===== config.mk =====
export PLATFORM = sky130hd
export DESIGN_NAME = mandel_vga_readout
export DESIGN_NICKNAME = d
export VERILOG_FILES = /design/src/rtl/mandel_vga_readout.sv
export SDC_FILE = /design/constraint.sdc
export NUM_CORES = 1
export LEC_CHECK = 0
export CAP_MARGIN = 10
export CELL_PAD_IN_SITES_DETAIL_PLACEMENT = 2
export CELL_PAD_IN_SITES_GLOBAL_PLACEMENT = 2
export CORE_MARGIN = 2
export CORE_UTILIZATION = 49
export DETAILED_ROUTE_END_ITERATION = 10
export GPL_TIMING_DRIVEN = 0
export PLACE_DENSITY = 0.92
export SETUP_SLACK_MARGIN = 0.2
export SLEW_MARGIN = 20
export SYNTH_ARGS = -nofsm -noshare
export SYNTH_HDL_FRONTEND = slang
export SYNTH_SLANG_ARGS = --single-unit

===== constraint.sdc =====
create_clock -name clk -period 4.71 [get_ports clk]
set_clock_uncertainty 0.1 [all_clocks]
set_input_delay 0.942 -clock clk [delete_from_list [all_inputs] [get_ports clk]]
set_output_delay 0.942 -clock clk [all_outputs]
set_load 0.1 [all_outputs]

===== src/rtl/mandel_vga_readout.sv =====
// VGA readout for the Mandelbrot engine: fetches 4-bit iteration counts from sequential memory
// into a one-row line buffer, upscales by SCALE and drives registered sync/colour outputs.
module mandel_vga_readout #(
    parameter int unsigned H_VISIBLE = 640,
    parameter int unsigned H_FRONT   = 16,
    parameter int unsigned H_SYNC    = 96,
    parameter int unsigned H_BACK    = 48,
    parameter int unsigned V_VISIBLE = 480,
    parameter int unsigned V_FRONT   = 10,
    parameter int unsigned V_SYNC    = 2,
    parameter int unsigned V_BACK    = 33,
    parameter int unsigned IMG_W     = 80,
    parameter int unsigned IMG_H     = 60,
    parameter int unsigned SCALE     = 8,
    parameter int unsigned RD_LAT    = 2
) (
    input  logic       clk,
    input  logic       rst_n,
    input  logic       frame_valid,
    input  logic [3:0] mem_data,
    output logic       mem_read,
    output logic       mem_reset_ptr,
    output logic       hsync,
    output logic       vsync,
    output logic [1:0] red,
    output logic [1:0] green,
    output logic [1:0] blue,
    output logic       frame_start
);

    localparam int unsigned H_TOTAL = H_VISIBLE + H_FRONT + H_SYNC + H_BACK;
    localparam int unsigned V_TOTAL = V_VISIBLE + V_FRONT + V_SYNC + V_BACK;
    localparam int unsigned HW      = $clog2(H_TOTAL);
    localparam int unsigned VW      = $clog2(V_TOTAL);
    localparam int unsigned LW      = $clog2(IMG_W);

    localparam logic [HW-1:0] H_LAST    = HW'(H_TOTAL - 1);
    localparam logic [HW-1:0] H_VIS_END = HW'(H_VISIBLE);
    localparam logic [HW-1:0] HS_START  = HW'(H_VISIBLE + H_FRONT);
    localparam logic [HW-1:0] HS_END    = HW'(H_VISIBLE + H_FRONT + H_SYNC);
    localparam logic [HW-1:0] FETCH_END = HW'(H_VISIBLE + IMG_W);
    localparam logic [HW-1:0] H_SCALE   = HW'(SCALE);
    localparam logic [VW-1:0] V_LAST    = VW'(V_TOTAL - 1);
    localparam logic [VW-1:0] V_VIS_END = VW'(V_VISIBLE);
    localparam logic [VW-1:0] VS_START  = VW'(V_VISIBLE + V_FRONT);
    localparam logic [VW-1:0] VS_END    = VW'(V_VISIBLE + V_FRONT + V_SYNC);

    logic [HW-1:0]     h_q, h_d;
    logic [VW-1:0]     v_q, v_d;
    logic              show_q, show_d;
    logic [RD_LAT-1:0] rd_pipe_q, rd_pipe_d;
    logic [LW-1:0]     wr_idx_q, wr_idx_d;
    logic              hsync_q, hsync_d;
    logic              vsync_q, vsync_d;
    logic [1:0]        red_q, red_d;
    logic [1:0]        green_q, green_d;
    logic [1:0]        blue_q, blue_d;
    logic              setup_q, setup_d;
    logic [3:0]        linebuf_q [IMG_W];

    logic              visible_c;
    logic              fetch_line_c;
    logic              rd_c;
    logic              cap_c;
    logic [LW-1:0]     rd_idx_c;
    logic [3:0]        pix_c;

    // Next-state and next-output logic, all a function of the current counters.
    always_comb begin
        h_d          = h_q + HW'(1);
        v_d          = v_q;
        show_d       = show_q;
        wr_idx_d     = wr_idx_q;
        fetch_line_c = 1'b0;
        red_d        = 2'd0;
        green_d      = 2'd0;
        blue_d       = 2'd0;

        if (h_q == H_LAST) begin
            h_d = '0;
            v_d = (v_q == V_LAST) ? '0 : v_q + VW'(1);
        end

        setup_d = (h_q == '0) && (v_q == VS_START);
        if (setup_d) begin
            show_d = frame_valid;
        end

        hsync_d = !((h_q >= HS_START) && (h_q < HS_END));
        vsync_d = !((v_q >= VS_START) && (v_q < VS_END));

        // Row 0 is fetched on the last line of the frame, row r on the line before its first display line.
        if (v_q == V_LAST) begin
            fetch_line_c = 1'b1;
        end
        for (int unsigned r = 1; r < IMG_H; r++) begin
            if (v_q == VW'(r * SCALE - 1)) begin
                fetch_line_c = 1'b1;
            end
        end
        rd_c      = show_q && fetch_line_c && (h_q >= H_VIS_END) && (h_q < FETCH_END);
        rd_pipe_d = RD_LAT'({rd_pipe_q, rd_c});
        cap_c     = rd_pipe_q[RD_LAT-1];

        if (h_q == '0) begin
            wr_idx_d = '0;
        end else if (cap_c) begin
            wr_idx_d = wr_idx_q + LW'(1);
        end

        visible_c = (h_q < H_VIS_END) && (v_q < V_VIS_END);
        rd_idx_c  = visible_c ? LW'(h_q / H_SCALE) : '0;
        pix_c     = linebuf_q[rd_idx_c];

        // Count 15 means inside the set and is painted black.
        if (visible_c && show_q && (pix_c != 4'hF)) begin
            red_d   = pix_c[3:2];
            green_d = pix_c[1:0];
            blue_d  = ~pix_c[3:2];
        end
    end

    always_ff @(posedge clk or negedge rst_n) begin
        if (!rst_n) begin
            h_q       <= '0;
            v_q       <= '0;
            show_q    <= 1'b0;
            rd_pipe_q <= '0;
            wr_idx_q  <= '0;
            hsync_q   <= 1'b1;
            vsync_q   <= 1'b1;
            red_q     <= 2'd0;
            green_q   <= 2'd0;
            blue_q    <= 2'd0;
            setup_q   <= 1'b0;
        end else begin
            h_q       <= h_d;
            v_q       <= v_d;
            show_q    <= show_d;
            rd_pipe_q <= rd_pipe_d;
            wr_idx_q  <= wr_idx_d;
            hsync_q   <= hsync_d;
            vsync_q   <= vsync_d;
            red_q     <= red_d;
            green_q   <= green_d;
            blue_q    <= blue_d;
            setup_q   <= setup_d;
        end
    end

    // Line buffer storage carries no reset; stale contents are never shown while show is low.
    always_ff @(posedge clk) begin
        if (cap_c) begin
            linebuf_q[wr_idx_q] <= mem_data;
        end
    end

    assign mem_read      = rd_pipe_q[0];
    assign mem_reset_ptr = setup_q;
    assign frame_start   = setup_q;
    assign hsync         = hsync_q;
    assign vsync         = vsync_q;
    assign red           = red_q;
    assign green         = green_q;
    assign blue          = blue_q;

endmodule


# Word level (Yosys, flattened, before mapping)
# Memories as Yosys holds them, arrays and structs flattened.
# Index checks and enable logic that the tools add are counted.
dict set report word_totals {
  wordCells 170
  mem_bits_rw 320
  input_bits 7
  reg_bits 39
  n_memories 1
  output_inout_bits 11
}
dict set report op_classes {
  magnitude_cmp 8
  n_eq_ne 63
  reduce_logical 13
  mux 70
  addsub 3
  bitwise 1
}
# name depth word_bits rd rd_clocked_by_memory_dff wr line
set mem_list {}
lappend mem_list {linebuf_q 80 4 1 0 1 59} ;# logic [3:0] linebuf_q [IMG_W];
# op count
set ops {}
lappend ops {{$eq 10x9->1 const B} 28}
lappend ops {{$eq 10x8->1 const B} 16}
lappend ops {{$eq 10x7->1 const B} 8}
lappend ops {{$mux 1} 62}
lappend ops {{$eq 10x6->1 const B} 4}
lappend ops {{$lt 10x10->1 const B} 3}
lappend ops {{$mux 7} 3}
lappend ops {{$add 10x1->10 const B} 2}
lappend ops {{$eq 10x10->1 const B} 2}
lappend ops {{$eq 10x5->1 const B} 2}
lappend ops {{$ge 10x10->1 const B} 2}
lappend ops {{$lt 10x9->1 const B} 2}
lappend ops {{$mux 10} 2}
lappend ops {{$eq 10x3->1 const B} 1}
lappend ops {{$eq 10x4->1 const B} 1}
lappend ops {{$ge 10x9->1 const B} 1}
lappend ops {{$logic_not 10->1} 1}
lappend ops {{$logic_and 1x1->1} 9}
lappend ops {{$add 7x1->7 const B} 1}
lappend ops {{$mux 2} 3}
lappend ops {{$ne 4x4->1 const B} 1}
lappend ops {{$logic_not 1->1} 2}
lappend ops {{$not 2->2} 1}
lappend ops {{$reduce_bool 2->1} 1}

# Depth between registers and ports, before layout
# Gate-level depths: netlist of the first run.
dict set report logic_depth {
  depth_word 64
  mapped_depth 12
  depth_no_buf 8
}

# Worst setup path after synthesis of the first run
# Ideal clock, no wire load.
dict set report synth_path {
  path_kind {register to register}
  startpoint {reg v_q[6]}
  endpoint {reg red_q[1], in the netlist red[1]}
  t_required_ps 4514
  n_path_buf 3
  arrival_time_ps 2500
  stages_incl_launch_ff 11
  setup_ps 96
  setup_slack_ps 2015
  synth_period_minus_slack_ps 2695
  path_cell_list {dfrtp_1 -> buf_6 -> and4_4 -> buf_6 -> or4_4 -> buf_6 -> a22oi_2 -> a21oi_1 -> o31a_1 -> a2111o_1 -> a311oi_2}
}
dict set report synth_via {
  elab_chain_cells 7
  elab_cells_between_ends 8
  classes_between {order compare: 1; eq/ne: 1; mux: 2; reduce/logical: 3; memory: 1}
}
# element line
set synth_rtl {}
lappend synth_rtl {{start: declaration} 49} ;# logic [VW-1:0] v_q, v_d;
lappend synth_rtl {{start signal: assignment} 138} ;# v_q <= v_d;
lappend synth_rtl {{$lt 10x9->1 *} 111} ;# visible_c = (h_q < H_VIS_END) && (v_q < V_VIS_END);
lappend synth_rtl {{$logic_and 1x1->1 *} 111}
lappend synth_rtl {{$mux 7} 112} ;# rd_idx_c = visible_c ? LW'(h_q / H_SCALE) : '0;
lappend synth_rtl {{$mem_v2 80x4} --}
lappend synth_rtl {{$ne 4x4->1} 116} ;# if (visible_c && show_q && (pix_c != 4'hF)) begin
lappend synth_rtl {{$logic_and 1x1->1} 116}
lappend synth_rtl {{$mux 2 *} 116}
lappend synth_rtl {{named net red_d[1]} 55} ;# logic [1:0] red_q, red_d;
lappend synth_rtl {{end signal: assignment} 144} ;# red_q <= red_d;
lappend synth_rtl {{end: declaration} 55}
# Mark *: on every way through the listed nets, which the timed path passes. The rest lies on a longest branch.
# A chain may end at the register's enable or synchronous reset.

# Worst setup path after layout of the first run
dict set report layout_path {
  startpoint {reg h_q[7]}
  endpoint {reg red_q[0], in the netlist red[0]}
}
dict set report layout_via {
  elab_chain_cells 7
  elab_cells_between_ends 8
  classes_between {order compare: 1; eq/ne: 1; mux: 2; reduce/logical: 3; memory: 1}
}
# element line
set layout_rtl {}
lappend layout_rtl {{start: declaration} 48} ;# logic [HW-1:0] h_q, h_d;
lappend layout_rtl {{start signal: assignment} 125} ;# h_q <= '0;
lappend layout_rtl {{start signal: assignment} 137} ;# h_q <= h_d;
lappend layout_rtl {{$lt 10x10->1} 111}
lappend layout_rtl {{$logic_and 1x1->1} 111}
lappend layout_rtl {{$mux 7} 112}
lappend layout_rtl {{$mem_v2 80x4} --}
lappend layout_rtl {{$ne 4x4->1} 116}
lappend layout_rtl {{$logic_and 1x1->1} 116}
lappend layout_rtl {{$mux 2 *} 116}
lappend layout_rtl {{named net red_d[0]} 55}
# Marks and branches as above.

==> flow_metrics.tcl, run 1 <==
set metrics [dict create \
    status "completed" \
    synth_cell_types 76 \
    post_cts_buffers 0 \
    ys.flop_type "edfxtp_1" \
    syn_to_final_growth_pct 13.5 \
    fp.dieW_microns 181 \
    portBuffers 17 \
    cts_tree "done" \
    grt.total_usage_pct 45.5 \
    synth_edf_count 320 \
    grt_overflow 0 \
    grt_pass1_vias 13200 \
    path_cells "o21a_1, buf_2, nor3_2, buf_2, nand3_1, nand4_1, o2111ai_1, nor3_1, a311o_1, a31oi_1" \
    worstSkewPairLatency_ns 0.57 \
    slowest_delay_ns 1.00 \
    h-tree-depth 2 \
    route.detailed.vias_per_inst 7.92 \
    wirelength_microns 74600 \
    wl_per_cell_microns 46.2 \
    drive_above_1_share_pct 12.0 \
    initialDrtViolationCount 2299 \
    crit_path_end_kind "flip-flop" \
    hold_class "in -> async" \
    switchingPower_mw 1.45 \
    initial_core_util_pct 50.0 \
    rsz0062_at_grt "false" \
    core_sq_um 30700 \
    vdd_drop_max_uv 308 \
    drc 0 \
    slew_headroom_pct 16.8 \
    cts_buffers 40 \
    netlist_instances 1124 \
    chipHeight_microns 181 \
    fin_area_sq_um 17500 \
    p_clk_share_pct 47.2 \
    internal-power_mw 5.26 \
    ant_nets 0 \
    power_leakage_nw 5.68 \
    cts.hold.buffers_added 0 \
    period_share_pct 99.1 \
    setup_violations 0 \
    crit_fanout 10 \
    vias 12800 \
    critPathKind "reg -> reg" \
    clk_path_buf_depth 3 \
    grt_max_degree 71 \
    postPlaceCellArea_sq_um 16200 \
    dp_hpwl_microns 46600 \
    ys_ff_latch 359 \
    cp_top_family "simple AND/OR/NAND/NOR gates" \
    io_pins 18 \
    syn_area_sq_um 15400 \
    path_clk_slew_ns 0.06 \
    crit_path_frequent_cell "buf_2" \
    synth.avg_cell_area_sq_um 13.7 \
    root_buffer "clkbuf_16" \
    p_seq_share_pct 51.6 \
    syn-num-nets 1137 \
    finish.net_count 1201 \
    rows 64 \
    ys_seq_area_share_pct 68.9 \
    antenna_found_initial 3 \
    worst-path-buf-inv 2 \
    grt_pass1_wl_microns 104000 \
    power_density_nw_per_um2 385 \
    arrival_ns 4.94 \
    switching_share_pct 21.6 \
    async_reset_ff_share_pct 10.9 \
    yosysWarningCount 0 \
    place.gp.congestion 0.990 \
    max_cap_viol_count 0 \
    worst_pin_slew_ns 1.24 \
    tns_ns 0 \
    drv_slew 0 \
    cp.required_ns 4.98 \
    slowest_stage "nor3_2" \
    dieArea_sq_um 32800 \
    dr.pass1.iters 6 \
    cts.sinks 359 \
    power_frac_comb_pct 1.2 \
    fmax_mhz 214 \
    worst_setup_path_start_kind "flip-flop" \
    layout_min_cycle_time_ns 4.67 \
    n_antenna_cell 0 \
    finalHoldViolCount 0 \
]
power groups by stage:
stage / combinational [mW] / clock [mW] / sequential (mW)
floorplan: 0.00000851 / 0 / 3.53
global placement: 0.0565 / 0 / 3.54
detailed placement: 0.0752 / 0 / 3.53
CTS: 0.0772 / 3.13 / 3.47
global route: 0.0801 / 3.23 / 3.46
finish: 0.0811 / 3.17 / 3.47
synth_stat cells, types with 6 or more instances:
cell	count	share of area, %
a22oi_1	6	0.29
buf_1	6	0.15
inv_1	15	0.37
nand3_1	31	1.0
a221oi_1	8	0.46
o211ai_1	7	0.34
nor4_1	14	0.57
a31oi_1	11	0.45
xnor2_1	12	0.68
nor3_1	26	0.85
clkbuf_1	35	0.85
edfxtp_1	320	63
a211oi_1	17	0.83
o21a_1	7	0.34
nor2b_1	14	0.57
o22ai_1	32	1.3
mux2i_1	53	3.5
nor2_1	145	3.5
o21ai_0	30	0.98
dfrtp_1	37	6.0
or3_1	6	0.24
mux2_2	18	1.3
nand2b_1	11	0.45
buf_2	27	0.88
nand2_1	47	1.1
and3_1	8	0.33
nand4_1	20	0.81
a21oi_1	26	0.85
ha_1	6	0.49
o2111ai_1	6	0.34
o221ai_1	18	1.0
cell usage in the layout, fill, tap and decap left out, drive strengths merged, types with 9 or more instances in the layout:
cell           Yosys  layout
nand2b            11      11
nand4             20      20
o221ai            18      18
o21ai             31      31
nand2             47      47
nand3             31      31
o22ai             32      32
clkbuf            35      98
dfrtp             37      37
inv               15      15
mux2              18      18
xnor2             12      12
nor2b             14      14
buf               38      45
mux2i             53      53
nor3              27      27
clkdlybuf4s50      0      12
nor2             145     145
a211oi            17      17
clkinv             2       9
nor4              17      17
edfxtp           320     320
a31oi             11      11
a21oi             26      26
kinds of logic after synthesis:
| logic type | synth area share (%) |
|---|---|
| mux | 5.21 |
| xor+xnor | 0.968 |
| flops | 68.9 |
| buf+inv | 2.61 |
| fa+ha+maj | 0.488 |
| compound gates | 11.1 |
| simple gates | 10.7 |
state kept, by name, summed over array words and instances (netlist names):
name	count
blue	2
frame_start	1
green	2
h_q	10
hsync	1
linebuf_q	320
rd_pipe_q	2
red	2
show_q	1
v_q	10
vsync	1
wr_idx_q	7
repair_timing:
action / in CTS / in global routing
gates resized for setup: 5 / 19
endpoints found under the setup margin: 4 / 4
pin swaps: 0 / 0
layer usage:
| metal | vias up | part of all wire, % | global-route usage [%] |
|---|---|---|---|
| met2 | 1399 | 43 | 68.1 |
| met5 | - | 0.034 | 0 |
| met3 | 518 | 14 | 16.9 |
| li1 | 4519 | - | - |
| met1 | 6340 | 34 | 54.5 |
| met4 | 4 | 9.3 | 32.3 |
area by class of cell:
class / count / area, sq um
Clock inverter: 11 / 108
Multi-Input combinational cell: 675 / 4420
Sequential cell: 359 / 10600
Tap cell: 396 / 495
Buffer: 73 / 359
Fill cell: 2737 / 13300
Inverter: 17 / 63.8
Clock buffer: 61 / 1140
Timing Repair Buffer: 22 / 278
worst paths after layout:
path                       slack [ns]  cells after the start    startpoint            to
setup / recovery                 0.04                     10        h_q[7]        red[0]
hold / removal                   0.27                      1         rst_n       blue[0]
setup reg to reg                 0.04                     10        h_q[7]        red[0]
hold reg to reg                  0.36                      0  rd_pipe_q[0]  rd_pipe_q[1]
max in group asynchronous        3.69                      2         rst_n   wr_idx_q[0]
min in group clk                 0.36                      0  rd_pipe_q[0]  rd_pipe_q[1]
through the flow:
step	std cells	power [mW]	util, %	hold WS [ns]	setup WS [ns]
2_1_floorplan	1124	3.53	-	0.355	2.01
3_3_place_gp	1537	3.60	52.2	0.260	0.279
3_5_place_dp	1542	3.61	52.6	0.350	0.248
4_1_cts	1614	6.67	56.7	0.280	0.239
5_1_grt	1614	6.77	56.8	0.291	0.252
6_report	1614	6.71	56.8	0.267	0.0408
worst reg2reg max path, delay by kind of cell, from the launching register on:
family	cells	cell delay, ns
AO/OA/AOI/OAI	4	0.97
flip-flops	1	0.53
AND/OR/NAND/NOR	4	2.14
buffers and inverters	2	0.75
No activity file was read; power rests on OpenSTA's default activity.
==> inputs of run 2 (changes only) <==
- CELL_PAD_IN_SITES_DETAIL_PLACEMENT: 2 -> not set
- CELL_PAD_IN_SITES_GLOBAL_PLACEMENT: 2 -> not set
- CORE_UTILIZATION: 49 -> 65
- PLACE_DENSITY: 0.92 -> 0.9
==> flow_metrics.tcl, run 2 (synthesis gave the netlist of run 1 again) <==
set metrics [dict create \
    status "completed" \
    slowest_stage "clkbuf_1" \
    fin_util_pct 73.7 \
    ctsResizeCount 0 \
    dieArea_sq_um 24900 \
    max_cap_viol_count 0 \
    drive_above_1_share_pct 10.9 \
    largest_reg_flops 320 \
    power_leakage_nw 5.59 \
    cp-startpoint "h_q[3]" \
    chipHeight_microns 158 \
    top_regs "linebuf_q (320), h_q (10), v_q (10)" \
    fmax_mhz 226 \
    critPathKind "reg -> reg" \
    hold_ws_ns 0.271 \
    timing.rr.start "h_q[3]" \
    grt_overflow 0 \
    rows 56 \
    grt_pass1_wl_microns 72500 \
    core_sq_um 23300 \
    route.detailed.vias_per_inst 7.46 \
    finalHoldViolCount 0 \
    arrival_ns 4.73 \
    crit_path_end_kind "flip-flop" \
    final_cells 1530 \
    cts.hold.buffers_added 0 \
    post-place-ws_ns 0.597 \
    power_density_nw_per_um2 368 \
    place.gp.congestion 1.01 \
    initialDrtViolationCount 2359 \
    syn_to_final_growth_pct 11.8 \
    crit_path_frequent_cell "buf_2" \
    slew_headroom_pct 16.1 \
    portBuffers 17 \
    finish.net_count 1197 \
    grt_pass1_vias 10800 \
    drv_slew 0 \
    crit_fanout 10 \
    fp.dieW_microns 158 \
    period_share_pct 93.9 \
    rsz0062_at_grt "false" \
    worst-path-buf-inv 5 \
    slowest_delay_ns 0.76 \
    worst_pin_slew_ns 1.25 \
    path_cells "buf_2, buf_2, buf_4, buf_2, clkbuf_1, nand3_1, nand4_1, o2111ai_1, nor3_1, a311oi_1, o2111a_1" \
    worst_slack_ns 0.287 \
    layout_min_cycle_time_ns 4.42 \
    drc 0 \
    root_buffer "clkbuf_16" \
    cts_tree "done" \
    ant_nets 0 \
    worst_setup_path_start_kind "flip-flop" \
    wirelength_microns 50800 \
    dr.pass1.iters 8 \
    wl_per_cell_microns 33.2 \
    cp_top_family "buffers and inverters" \
    io_pins 18 \
    worstSkewPairLatency_ns 0.53 \
    setup_violations 0 \
    vdd_drop_max_uv 308 \
    final_cell_mix "edfxtp_1 (320), nor2_1 (145), mux2i_1 (53)" \
    grt_max_degree 59 \
    initial_core_util_pct 65.9 \
    vias 11400 \
    cts_buffers 36 \
    worstHoldStart "rd_pipe_q[0]" \
    clk_path_buf_depth 3 \
    dp_hpwl_microns 34300 \
    final_common_cell "edfxtp_1" \
    largest_register "linebuf_q" \
    cp.required_ns 5.02 \
    path_clk_slew_ns 0.06 \
    tns_ns 0 \
    post_cts_buffers 0 \
    dp_cells 1465 \
    h-tree-depth 2 \
    antenna_found_initial 0 \
    hold_class "reg -> reg" \
    cts.sinks 359 \
    grt.total_usage_pct 41.7 \
]
-- run 2: metrics by stage --
| step | instance area, sq um | power [mW] |
|---|---|---|
| floorplan | 15400 | 3.53 |
| global placement | 15900 | 3.60 |
| detailed placement | 16100 | 3.60 |
| CTS | 17200 | 6.30 |
| global route | 17200 | 6.43 |
| finish | 17200 | 6.33 |
-- run 2: final timing paths --
kind                                end  slack, ns  depth (start not counted)
min in group asynchronous        v_q[2]       0.34                          1
setup reg to reg               green[1]       0.29                         11
setup / recovery               green[1]       0.29                         11
hold / removal             rd_pipe_q[1]       0.27                          0
hold reg to reg            rd_pipe_q[1]       0.27                          0
max in group asynchronous         hsync       3.57                          2
-- run 2: metal layers --
metal,wire (microns),up-vias,part of all wire (%),track usage (%)
li1,-,4510,-,-
met1,17900,5480,35,56.4
met2,21700,1190,43,60.4
met3,7910,240,16,13.7
met4,3400,0,6.7,22.5
met5,0,-,0,1.45
-- run 2: where the power goes --
part	switching, mW	total, mW	internal, mW
clock	1.20	2.79	1.60
sequential	0	3.47	3.47
combinational	0.0560	0.0691	0.0130
-- run 2: final cells by class --
type	count	area [sq um]
buffer	73	338
sequential	359	10600
clock buffer	46	990
fill	1472	6140
clock inverter	18	144
inverter	17	63.8
multi-input combinational	675	4400
timing repair buffer	22	270
tap	319	399
antenna	1	2.50
